==> src/rtl/gol_pkg.sv <==
// rtl/gol_pkg.sv - shared types and screen constants for the Game of Life display path
package gol_pkg;

    typedef logic [2:0] colour_t;

    localparam int SCREEN_W = 160;
    localparam int SCREEN_H = 120;

    typedef enum logic [2:0] {
        IDLE,
        FETCH,
        WAIT,
        PLOT,
        ADVANCE,
        DONE
    } render_state_t;

    // Counter width for n distinct values, never narrower than one bit
    function automatic int idx_width(input int n);
        return (n > 1) ? $clog2(n) : 1;
    endfunction

endpackage

==> src/rtl/board_renderer_if.sv <==
// rtl/board_renderer_if.sv - control, board RAM and VGA plot signals of the renderer
interface board_renderer_if #(
    parameter int ADDR_W = 12
);
    import gol_pkg::*;

    logic              start;
    logic              live_only;
    logic              busy;
    logic              done;
    logic [ADDR_W-1:0] mem_addr;
    logic              mem_rdata;
    logic [7:0]        vga_x;
    logic [6:0]        vga_y;
    colour_t           vga_colour;
    logic              vga_plot;

    modport master (
        input  start, live_only, mem_rdata,
        output busy, done, mem_addr, vga_x, vga_y, vga_colour, vga_plot
    );

    modport slave (
        output start, live_only, mem_rdata,
        input  busy, done, mem_addr, vga_x, vga_y, vga_colour, vga_plot
    );

endinterface

==> src/rtl/cell_scan_counter.sv <==
// rtl/cell_scan_counter.sv - 2-D row-major wrap counter, x fastest
module cell_scan_counter
    import gol_pkg::*;
#(
    parameter int X_N = 2,
    parameter int Y_N = 2,
    parameter int XW  = idx_width(X_N),
    parameter int YW  = idx_width(Y_N)
) (
    input  logic          clk,
    input  logic          rst,
    input  logic          clear,
    input  logic          inc,
    output logic [XW-1:0] x,
    output logic [YW-1:0] y,
    output logic          last
);

    logic x_last;
    logic y_last;

    assign x_last = (x == XW'(X_N - 1));
    assign y_last = (y == YW'(Y_N - 1));
    assign last   = x_last && y_last;

    always_ff @(posedge clk) begin
        if (rst || clear) begin
            x <= '0;
            y <= '0;
        end else if (inc) begin
            if (x_last) begin
                x <= '0;
                y <= y_last ? '0 : y + YW'(1);
            end else begin
                x <= x + XW'(1);
            end
        end
    end

endmodule

==> src/rtl/board_renderer.sv <==
// rtl/board_renderer.sv - scans the board RAM once per frame and emits VGA plot requests
module board_renderer
    import gol_pkg::*;
#(
    parameter int      X_CELLS     = 50,
    parameter int      Y_CELLS     = 50,
    parameter int      CELL_PX     = 1,
    parameter int      X_ORIGIN    = 0,
    parameter int      Y_ORIGIN    = 0,
    parameter colour_t LIVE_COLOUR = 3'b111,
    parameter colour_t DEAD_COLOUR = 3'b000
) (
    input  logic              clk,
    input  logic              rst,
    board_renderer_if.master  bus
);

    localparam int XW     = idx_width(X_CELLS);
    localparam int YW     = idx_width(Y_CELLS);
    localparam int PW     = idx_width(CELL_PX);
    localparam int ADDR_W = $clog2(X_CELLS * Y_CELLS);

    if (CELL_PX < 1 || CELL_PX > 4) begin : g_bad_cell_px
        $error("board_renderer: CELL_PX must be in 1..4");
    end
    if (X_ORIGIN < 0 || X_ORIGIN + X_CELLS * CELL_PX > SCREEN_W) begin : g_bad_x
        $error("board_renderer: board does not fit horizontally");
    end
    if (Y_ORIGIN < 0 || Y_ORIGIN + Y_CELLS * CELL_PX > SCREEN_H) begin : g_bad_y
        $error("board_renderer: board does not fit vertically");
    end

    render_state_t state;
    logic          live_only_q;
    logic [XW-1:0] cx;
    logic [YW-1:0] cy;
    logic [PW-1:0] px;
    logic [PW-1:0] py;
    logic          cell_last;
    logic          pix_last;
    logic          px_wrap;
    logic [7:0]    base_x;
    logic [7:0]    nxt_x;
    logic [6:0]    base_y;
    logic [6:0]    nxt_y;

    cell_scan_counter #(.X_N(X_CELLS), .Y_N(Y_CELLS)) u_cell_cnt (
        .clk   (clk),
        .rst   (rst),
        .clear (state == IDLE && bus.start),
        .inc   (state == ADVANCE),
        .x     (cx),
        .y     (cy),
        .last  (cell_last)
    );

    cell_scan_counter #(.X_N(CELL_PX), .Y_N(CELL_PX)) u_pix_cnt (
        .clk   (clk),
        .rst   (rst),
        .clear (state == WAIT),
        .inc   (state == PLOT),
        .x     (px),
        .y     (py),
        .last  (pix_last)
    );

    assign bus.mem_addr = ADDR_W'(int'(cy) * X_CELLS + int'(cx));

    // Coordinates of the pixel that follows (px, py) inside the current cell
    always_comb begin
        base_x  = 8'(X_ORIGIN + int'(cx) * CELL_PX);
        base_y  = 7'(Y_ORIGIN + int'(cy) * CELL_PX);
        px_wrap = (px == PW'(CELL_PX - 1));
        nxt_x   = px_wrap ? base_x : base_x + 8'(px) + 8'd1;
        nxt_y   = px_wrap ? base_y + 7'(py) + 7'd1 : base_y + 7'(py);
    end

    always_ff @(posedge clk) begin
        if (rst) begin
            state          <= IDLE;
            live_only_q    <= 1'b0;
            bus.busy       <= 1'b0;
            bus.done       <= 1'b0;
            bus.vga_plot   <= 1'b0;
            bus.vga_x      <= '0;
            bus.vga_y      <= '0;
            bus.vga_colour <= '0;
        end else begin
            bus.done     <= 1'b0;
            bus.vga_plot <= 1'b0;
            case (state)
                IDLE: begin
                    if (bus.start) begin
                        state       <= FETCH;
                        bus.busy    <= 1'b1;
                        live_only_q <= bus.live_only;
                    end
                end
                FETCH: state <= WAIT;
                WAIT: begin
                    if (bus.mem_rdata || !live_only_q) begin
                        state          <= PLOT;
                        bus.vga_plot   <= 1'b1;
                        bus.vga_x      <= base_x;
                        bus.vga_y      <= base_y;
                        bus.vga_colour <= bus.mem_rdata ? LIVE_COLOUR : DEAD_COLOUR;
                    end else begin
                        state <= ADVANCE;
                    end
                end
                PLOT: begin
                    if (pix_last) begin
                        state <= ADVANCE;
                    end else begin
                        bus.vga_plot <= 1'b1;
                        bus.vga_x    <= nxt_x;
                        bus.vga_y    <= nxt_y;
                    end
                end
                ADVANCE: begin
                    if (cell_last) begin
                        state    <= DONE;
                        bus.done <= 1'b1;
                    end else begin
                        state <= FETCH;
                    end
                end
                DONE: begin
                    state    <= IDLE;
                    bus.busy <= 1'b0;
                end
                default: state <= IDLE;
            endcase
        end
    end

endmodule

==> src/flat_wrapper.sv <==
// flat-port wrapper written by rule: the top's interface ports become plain ports
module board_renderer_flat import gol_pkg::*;
#(
    parameter int      X_CELLS     = 50,
    parameter int      Y_CELLS     = 50,
    parameter int      CELL_PX     = 1,
    parameter int      X_ORIGIN    = 0,
    parameter int      Y_ORIGIN    = 0,
    parameter colour_t LIVE_COLOUR = 3'b111,
    parameter colour_t DEAD_COLOUR = 3'b000
)
  (clk, rst, bus_start, bus_live_only, bus_mem_rdata, bus_busy, bus_done, bus_mem_addr, bus_vga_x, bus_vga_y, bus_vga_colour, bus_vga_plot);
  board_renderer_if #(.ADDR_W(12)) bus_i ();
  input  logic clk;
  input  logic rst;
  input wire logic [$bits(bus_i.start)-1:0] bus_start;
  input wire logic [$bits(bus_i.live_only)-1:0] bus_live_only;
  input wire logic [$bits(bus_i.mem_rdata)-1:0] bus_mem_rdata;
  output wire logic [$bits(bus_i.busy)-1:0] bus_busy;
  output wire logic [$bits(bus_i.done)-1:0] bus_done;
  output wire logic [$bits(bus_i.mem_addr)-1:0] bus_mem_addr;
  output wire logic [$bits(bus_i.vga_x)-1:0] bus_vga_x;
  output wire logic [$bits(bus_i.vga_y)-1:0] bus_vga_y;
  output wire logic [$bits(bus_i.vga_colour)-1:0] bus_vga_colour;
  output wire logic [$bits(bus_i.vga_plot)-1:0] bus_vga_plot;
  assign bus_i.start = bus_start;
  assign bus_i.live_only = bus_live_only;
  assign bus_i.mem_rdata = bus_mem_rdata;
  assign bus_busy = bus_i.busy;
  assign bus_done = bus_i.done;
  assign bus_mem_addr = bus_i.mem_addr;
  assign bus_vga_x = bus_i.vga_x;
  assign bus_vga_y = bus_i.vga_y;
  assign bus_vga_colour = bus_i.vga_colour;
  assign bus_vga_plot = bus_i.vga_plot;
  board_renderer #(.X_CELLS(X_CELLS), .Y_CELLS(Y_CELLS), .CELL_PX(CELL_PX), .X_ORIGIN(X_ORIGIN), .Y_ORIGIN(Y_ORIGIN), .LIVE_COLOUR(LIVE_COLOUR), .DEAD_COLOUR(DEAD_COLOUR)) u_core (.clk(clk), .rst(rst), .bus(bus_i));
endmodule
==> config.mk <==
export PLATFORM = sky130hd
export DESIGN_NAME = board_renderer_flat
export DESIGN_NICKNAME = d
export VERILOG_FILES = /design/src/rtl/gol_pkg.sv /design/src/rtl/board_renderer_if.sv /design/src/rtl/cell_scan_counter.sv /design/src/rtl/board_renderer.sv /design/src/flat_wrapper.sv
export SDC_FILE = /design/constraint.sdc
export NUM_CORES = 1
export LEC_CHECK = 0
export ABC_AREA = 1
export CAP_MARGIN = 20
export CORE_MARGIN = 3
export CORE_UTILIZATION = 40
export DETAILED_ROUTE_END_ITERATION = 10
export DONT_BUFFER_PORTS = 1
export PLACE_DENSITY = 0.57
export SETUP_SLACK_MARGIN = 0.05
export SYNTH_ARGS = -nofsm -noshare
export SYNTH_HDL_FRONTEND = slang
export SYNTH_SLANG_ARGS = --single-unit
==> constraint.sdc <==
create_clock -name clk -period 5.46 [get_ports clk]
set_input_delay 0.273 -clock clk [delete_from_list [all_inputs] [get_ports clk]]
set_output_delay 0.273 -clock clk [all_outputs]
set_load 0.02 [all_outputs]
# Word level (Yosys, flattened, before mapping)
# Index checks and enable logic that the tools add are counted.
# totals
register_bits	39
input_bits	5
output_inout_bits	33
wordCells	78
# op_classes
addsub	9
multipliers	1
eq_ne	11
muxes	24
n_bitwise	3
reduce_logical	18
# ops
op	count
$mux 8	3
$mux 7	3
$pmux 8 s2	1
$mux 3	5
$pmux 3 s5	1
$add 6x1->7	2
$pmux 7 s2	1
$add 12x7->12	1
$add 6x1->6 const B	2
$eq 6x6->1 const B	2
$mux 6	2
$reduce_and 2->1	6
$mul 6x5->11 const B	1
$add 8x1->8 const B	1
$add 7x1->7 const B	1
$eq 3x2->1 const B	2
$eq 3x3->1 const B	2
$mux 1	6
$ne 2x1->1 const B	2
$ne 2x2->1 const B	2
$pmux 1 s2	2
$reduce_bool 2->1	2
$eq 3x1->1 const B	1
$logic_and 1x1->1	3
7 further kinds	12

# Logic depth before layout (Yosys ltp)
# depth
word_depth	5
ltp_mapped	16
depth_no_buf	16

# By module
# Synthesis repeated with hierarchy kept, for this count alone.
# unflattened
hier_cells	424
area_unflattened_um2	2932.8
# modules_own_cells
mod	n_inst	cells_each	area_per_inst_um2	seq_area_each_um2
board_renderer	1	317	2185.8	440.4
cell_scan_counter at u_core.u_cell_cnt	1	102	716.9	240.2
cell_scan_counter at u_core.u_pix_cnt	1	5	30.0	0.0

# Worst setup path before layout
# OpenSTA, ideal clock, no wires.
# synth_path
path_type	flip-flop to output port
startpoint	register u_core.u_cell_cnt.y[2]
endpoint	output port bus_mem_addr[9]
arrival_ns	2.607
required_time_ns	5.187
path_slack_ns	2.580
path_stages_with_launch	10
cell_sequence	dfxtp_1 > ha_1 > ha_1 > ha_1 > inv_1 > fa_1 > nor2_2 > nand3_1 > nor2_2 > xor2_1
# synth_between
elab_chain_len	2
# synth_rtl
item	line_no	text
start, declared	cell_scan_counter.sv:15	output logic [YW-1:0] y,
start signal, assigned	cell_scan_counter.sv:33	y <= y_last ? '0 : y + YW'(1);
$mul 6x5->11	board_renderer.sv:67	assign bus.mem_addr = ADDR_W'(int'(cy) * X_CELLS + int'(cx));
$add 12x7->12	board_renderer.sv:67	
end, declared	flat_wrapper.sv:21	output wire logic [$bits(bus_i.mem_addr)-1:0] bus_mem_addr;
# No other way between the ends.

# Final worst setup path
# layout_path
startpoint	register u_core.u_cell_cnt.y[1]
endpoint	output port bus_mem_addr[9]
# Same word-level chain as after synthesis.

==> out/metrics.cfg <==
[synth]
yosys_warnings = 0
syn_area_mm2 = 0.00230
synth.ff_latch_count = 33
syn_area_per_cell_um2 = 7.87
synth_seq_area_share = 0.287
yosys.cell_types.count = 35
synthCells = 292

[sta]
timing.final.max_slew_violations = 0
tightestPinTransition_ns = 0.584
finalSetupTns_ns = 0
setup_violations = 0
timing.final.crit_share = 0.625
fin_hold_ws_ns = 0.0476
hold_violations = 0
slew_headroom = 0.610
finClkSkew_ns = 0.00977
fmaxAchievable_mhz = 293
fin_crit_ns = 3.41
rsz0062_at_grt = no

[setup_path]
cp_cell_sequence = inv_1 > ha_1 > inv_1 > ha_1 > ha_1 > inv_1 > fa_1 > nor2_2 > nand3_1 > nor2_2 > xor2_1
cp_slowest_cell = fa_1
cp_top_family = adder cells
cp.arrival_ns = 3.14
r2r_cells = 5
required_ns = 5.19
worstReg2RegStart = u_core.u_cell_cnt.x[0]
crit_fanout = 5
start_kind = flop
r2r-end = u_core.u_cell_cnt.y[4]
critPathKind = flop to output pin
slowest_delay_ns = 0.50
endpoint_kind = output pin
ff2ff_setup_slack_ns = 3.88
cp_num_buf_inv = 3

[worst_hold_path]
min_path_cells = 1
worstHoldPathType = input pin to flop
whs_endpoint = u_core.state[1]
min_from = rst

[clock_network]
root_buffer = clkbuf_8
cts.repair.resized = 0
postCtsSetupBuffers = 0
cts.sinks = 33
cts_buffers = 5
cts_tree = done
insertion_delay_ns = 0.29
cts.path.max_buffers = 2
cts.hold.buffers_added = 0
htree_levels = 2
clkTransAtPathRegs_ns = 0.07

[floorplanning]
pin_count = 38
row_count = 26
core_mm2 = 0.00534
die_w_um = 81.8
start_util = 0.431
die-height_um = 81.8
die_area_mm2 = 0.00669

[place]
port_buffers = 0
place_congestion = 0.780
dp_hpwl_mm = 3.56

[grt]
grt_pass1_vias = 1705
grt_pass1_wl_mm = 7.58
antenna_found_initial = 0
overflow = 0
grt_max_degree = 22
grt_usage = 0.146

[power_and_ir_drop]
clockPowerShare = 0.367
combPwrFrac = 0.115
power_density_mw_per_mm2 = 228
leakage_nw = 1.19
intPower_uw = 391
peakVddDrop_uv = 123
pwr-share-seq = 0.518
swShare = 0.295
switchingPower_uw = 164

[detailed_routing]
drc = 0
vias_per_cell = 4.92
vias = 1782
drt_wl_total_mm = 4.51
initialDrtViolationCount = 74
wl_per_cell_um = 12.5
route.antenna.remaining_nets = 0
dr.pass1.iters = 4

[status]
status = finished clean

[finish]
diodes = 0
area_growth_pct = 5.77
utilization = 0.456
drive_above_1_share = 0.0925
nets = 330
nFillCells = 568

[job]
maxCapViolations = 0

==> worst max path at each step <==
stage                                start               to  slack [ns]  cells past startpoint
finish              u_core.u_cell_cnt.y[1]  bus_mem_addr[9]        2.05                     11
global route        u_core.u_cell_cnt.y[2]  bus_mem_addr[9]        1.87                      9
CTS                 u_core.u_cell_cnt.y[1]  bus_mem_addr[9]        2.03                     11
detailed placement  u_core.u_cell_cnt.y[1]  bus_mem_addr[9]        2.36                     11
global placement    u_core.u_cell_cnt.y[1]  bus_mem_addr[9]        2.39                     11
floorplan           u_core.u_cell_cnt.y[2]  bus_mem_addr[9]        2.58                      9
==> per-stage QoR <==
stage / power (mW) / worst slack, ns / area, um^2 / cells
after floorplan: 0.352 / 2.58 / 2300 / 293
after global placement: 0.357 / 2.39 / 2330 / 354
after detailed placement: 0.358 / 2.36 / 2330 / 354
after CTS: 0.563 / 2.03 / 2430 / 362
after global routing: 0.584 / 1.87 / 2430 / 362
final: 0.555 / 2.05 / 2430 / 362
==> placed cells by master, fill, tap and decap left out <==
cell type and n:
nand2_4 3, xor2_1 8, nor3_2 1, nor2_2 2, nand4_4 1, nor2_8 2, clkbuf_8 7, nand2_2 1
nor2_1 21, nand3_1 16, a22oi_1 1, o31ai_2 1, o21ai_1 3, nand4_1 4, nand3_4 1, inv_2 3
o21ai_0 14, o22ai_2 1, a211oi_1 1, fa_1 2, nand3_2 1, inv_1 38, o31ai_1 5, xnor2_1 5
nor3_1 4, ha_1 32, nor2_4 2, o21a_1 1, conb_1 2, dfxtp_1 33, a21oi_1 23, clkinv_2 1
nand3b_1 2, nand2_1 50
==> routing by layer <==
layer	GRT usage	part of all wire	wire length [um]	vias up
met1	0.198	0.51	2320	791
li1	-	-	-	952
met4	0.0432	0.010	46	0
met2	0.222	0.43	1940	34
met5	0	0	0	-
met3	0.0428	0.045	205	5
==> sequential cells by signal, indices dropped and copies added, names as in the netlist <==
name / count
u_core.bus.done: 1
u_core.bus.vga_y: 7
u_core.live_only_q: 1
u_core.u_cell_cnt.y: 6
u_core.bus.vga_colour: 1
u_core.u_cell_cnt.x: 6
u_core.state: 3
u_core.bus.vga_plot: 1
u_core.bus.busy: 1
u_core.bus.vga_x: 6
==> layout make-up <==
| cell class | count | area, um^2 | share of cell area |
|---|---|---|---|
| clock buffers | 7 | 96.3 | 0.0396 |
| flip-flops and latches | 33 | 661 | 0.272 |
| multi-input cells | 210 | 1430 | 0.587 |
| well taps | 70 | 87.6 | 0.0360 |
| inverters | 41 | 154 | 0.0633 |
| clock inverters | 1 | 5.00 | 0.00206 |
==> Yosys cell counts (all sizes together) <==
master  instances  area (um^2)
nor3            5         30.0
a22oi           1         7.51
nand4           5         46.3
nand2          54          228
nand3b          2         15.0
o22ai           1         12.5
dfxtp          33          661
nand3          18          108
a211oi          1         7.51
xnor2           5         43.8
o21a            1         7.51
xor2            8         70.1
inv            41          154
fa              2         40.0
conb            1         3.75
ha             32          400
o31ai           6         50.1
a21oi          23          115
nor2           27          154
clkbuf          1         3.75
o21ai          17         85.1
buf             8         56.3
==> power by group through the flow <==
| stage | Clock [mW] | Combinational [mW] | Sequential, mW |
|---|---|---|---|
| 2_1_floorplan | 0 | 0.0654 | 0.287 |
| 3_3_place_gp | 0 | 0.0642 | 0.293 |
| 3_5_place_dp | 0 | 0.0646 | 0.293 |
| 4_1_cts | 0.210 | 0.0649 | 0.288 |
| 5_1_grt | 0.219 | 0.0751 | 0.290 |
| 6_report | 0.204 | 0.0640 | 0.288 |
==> cells by family after synthesis <==
family	Yosys count	synth area share
buffers and inverters	50	0.0931
adder cells (fa/ha/maj)	34	0.192
flip-flops	33	0.287
AO/OA/AOI/OAI	50	0.124
AND/OR/NAND/NOR	111	0.253
other	1	0.00163
XOR/XNOR	13	0.0495
No activity file was read; power rests on OpenSTA's default activity.
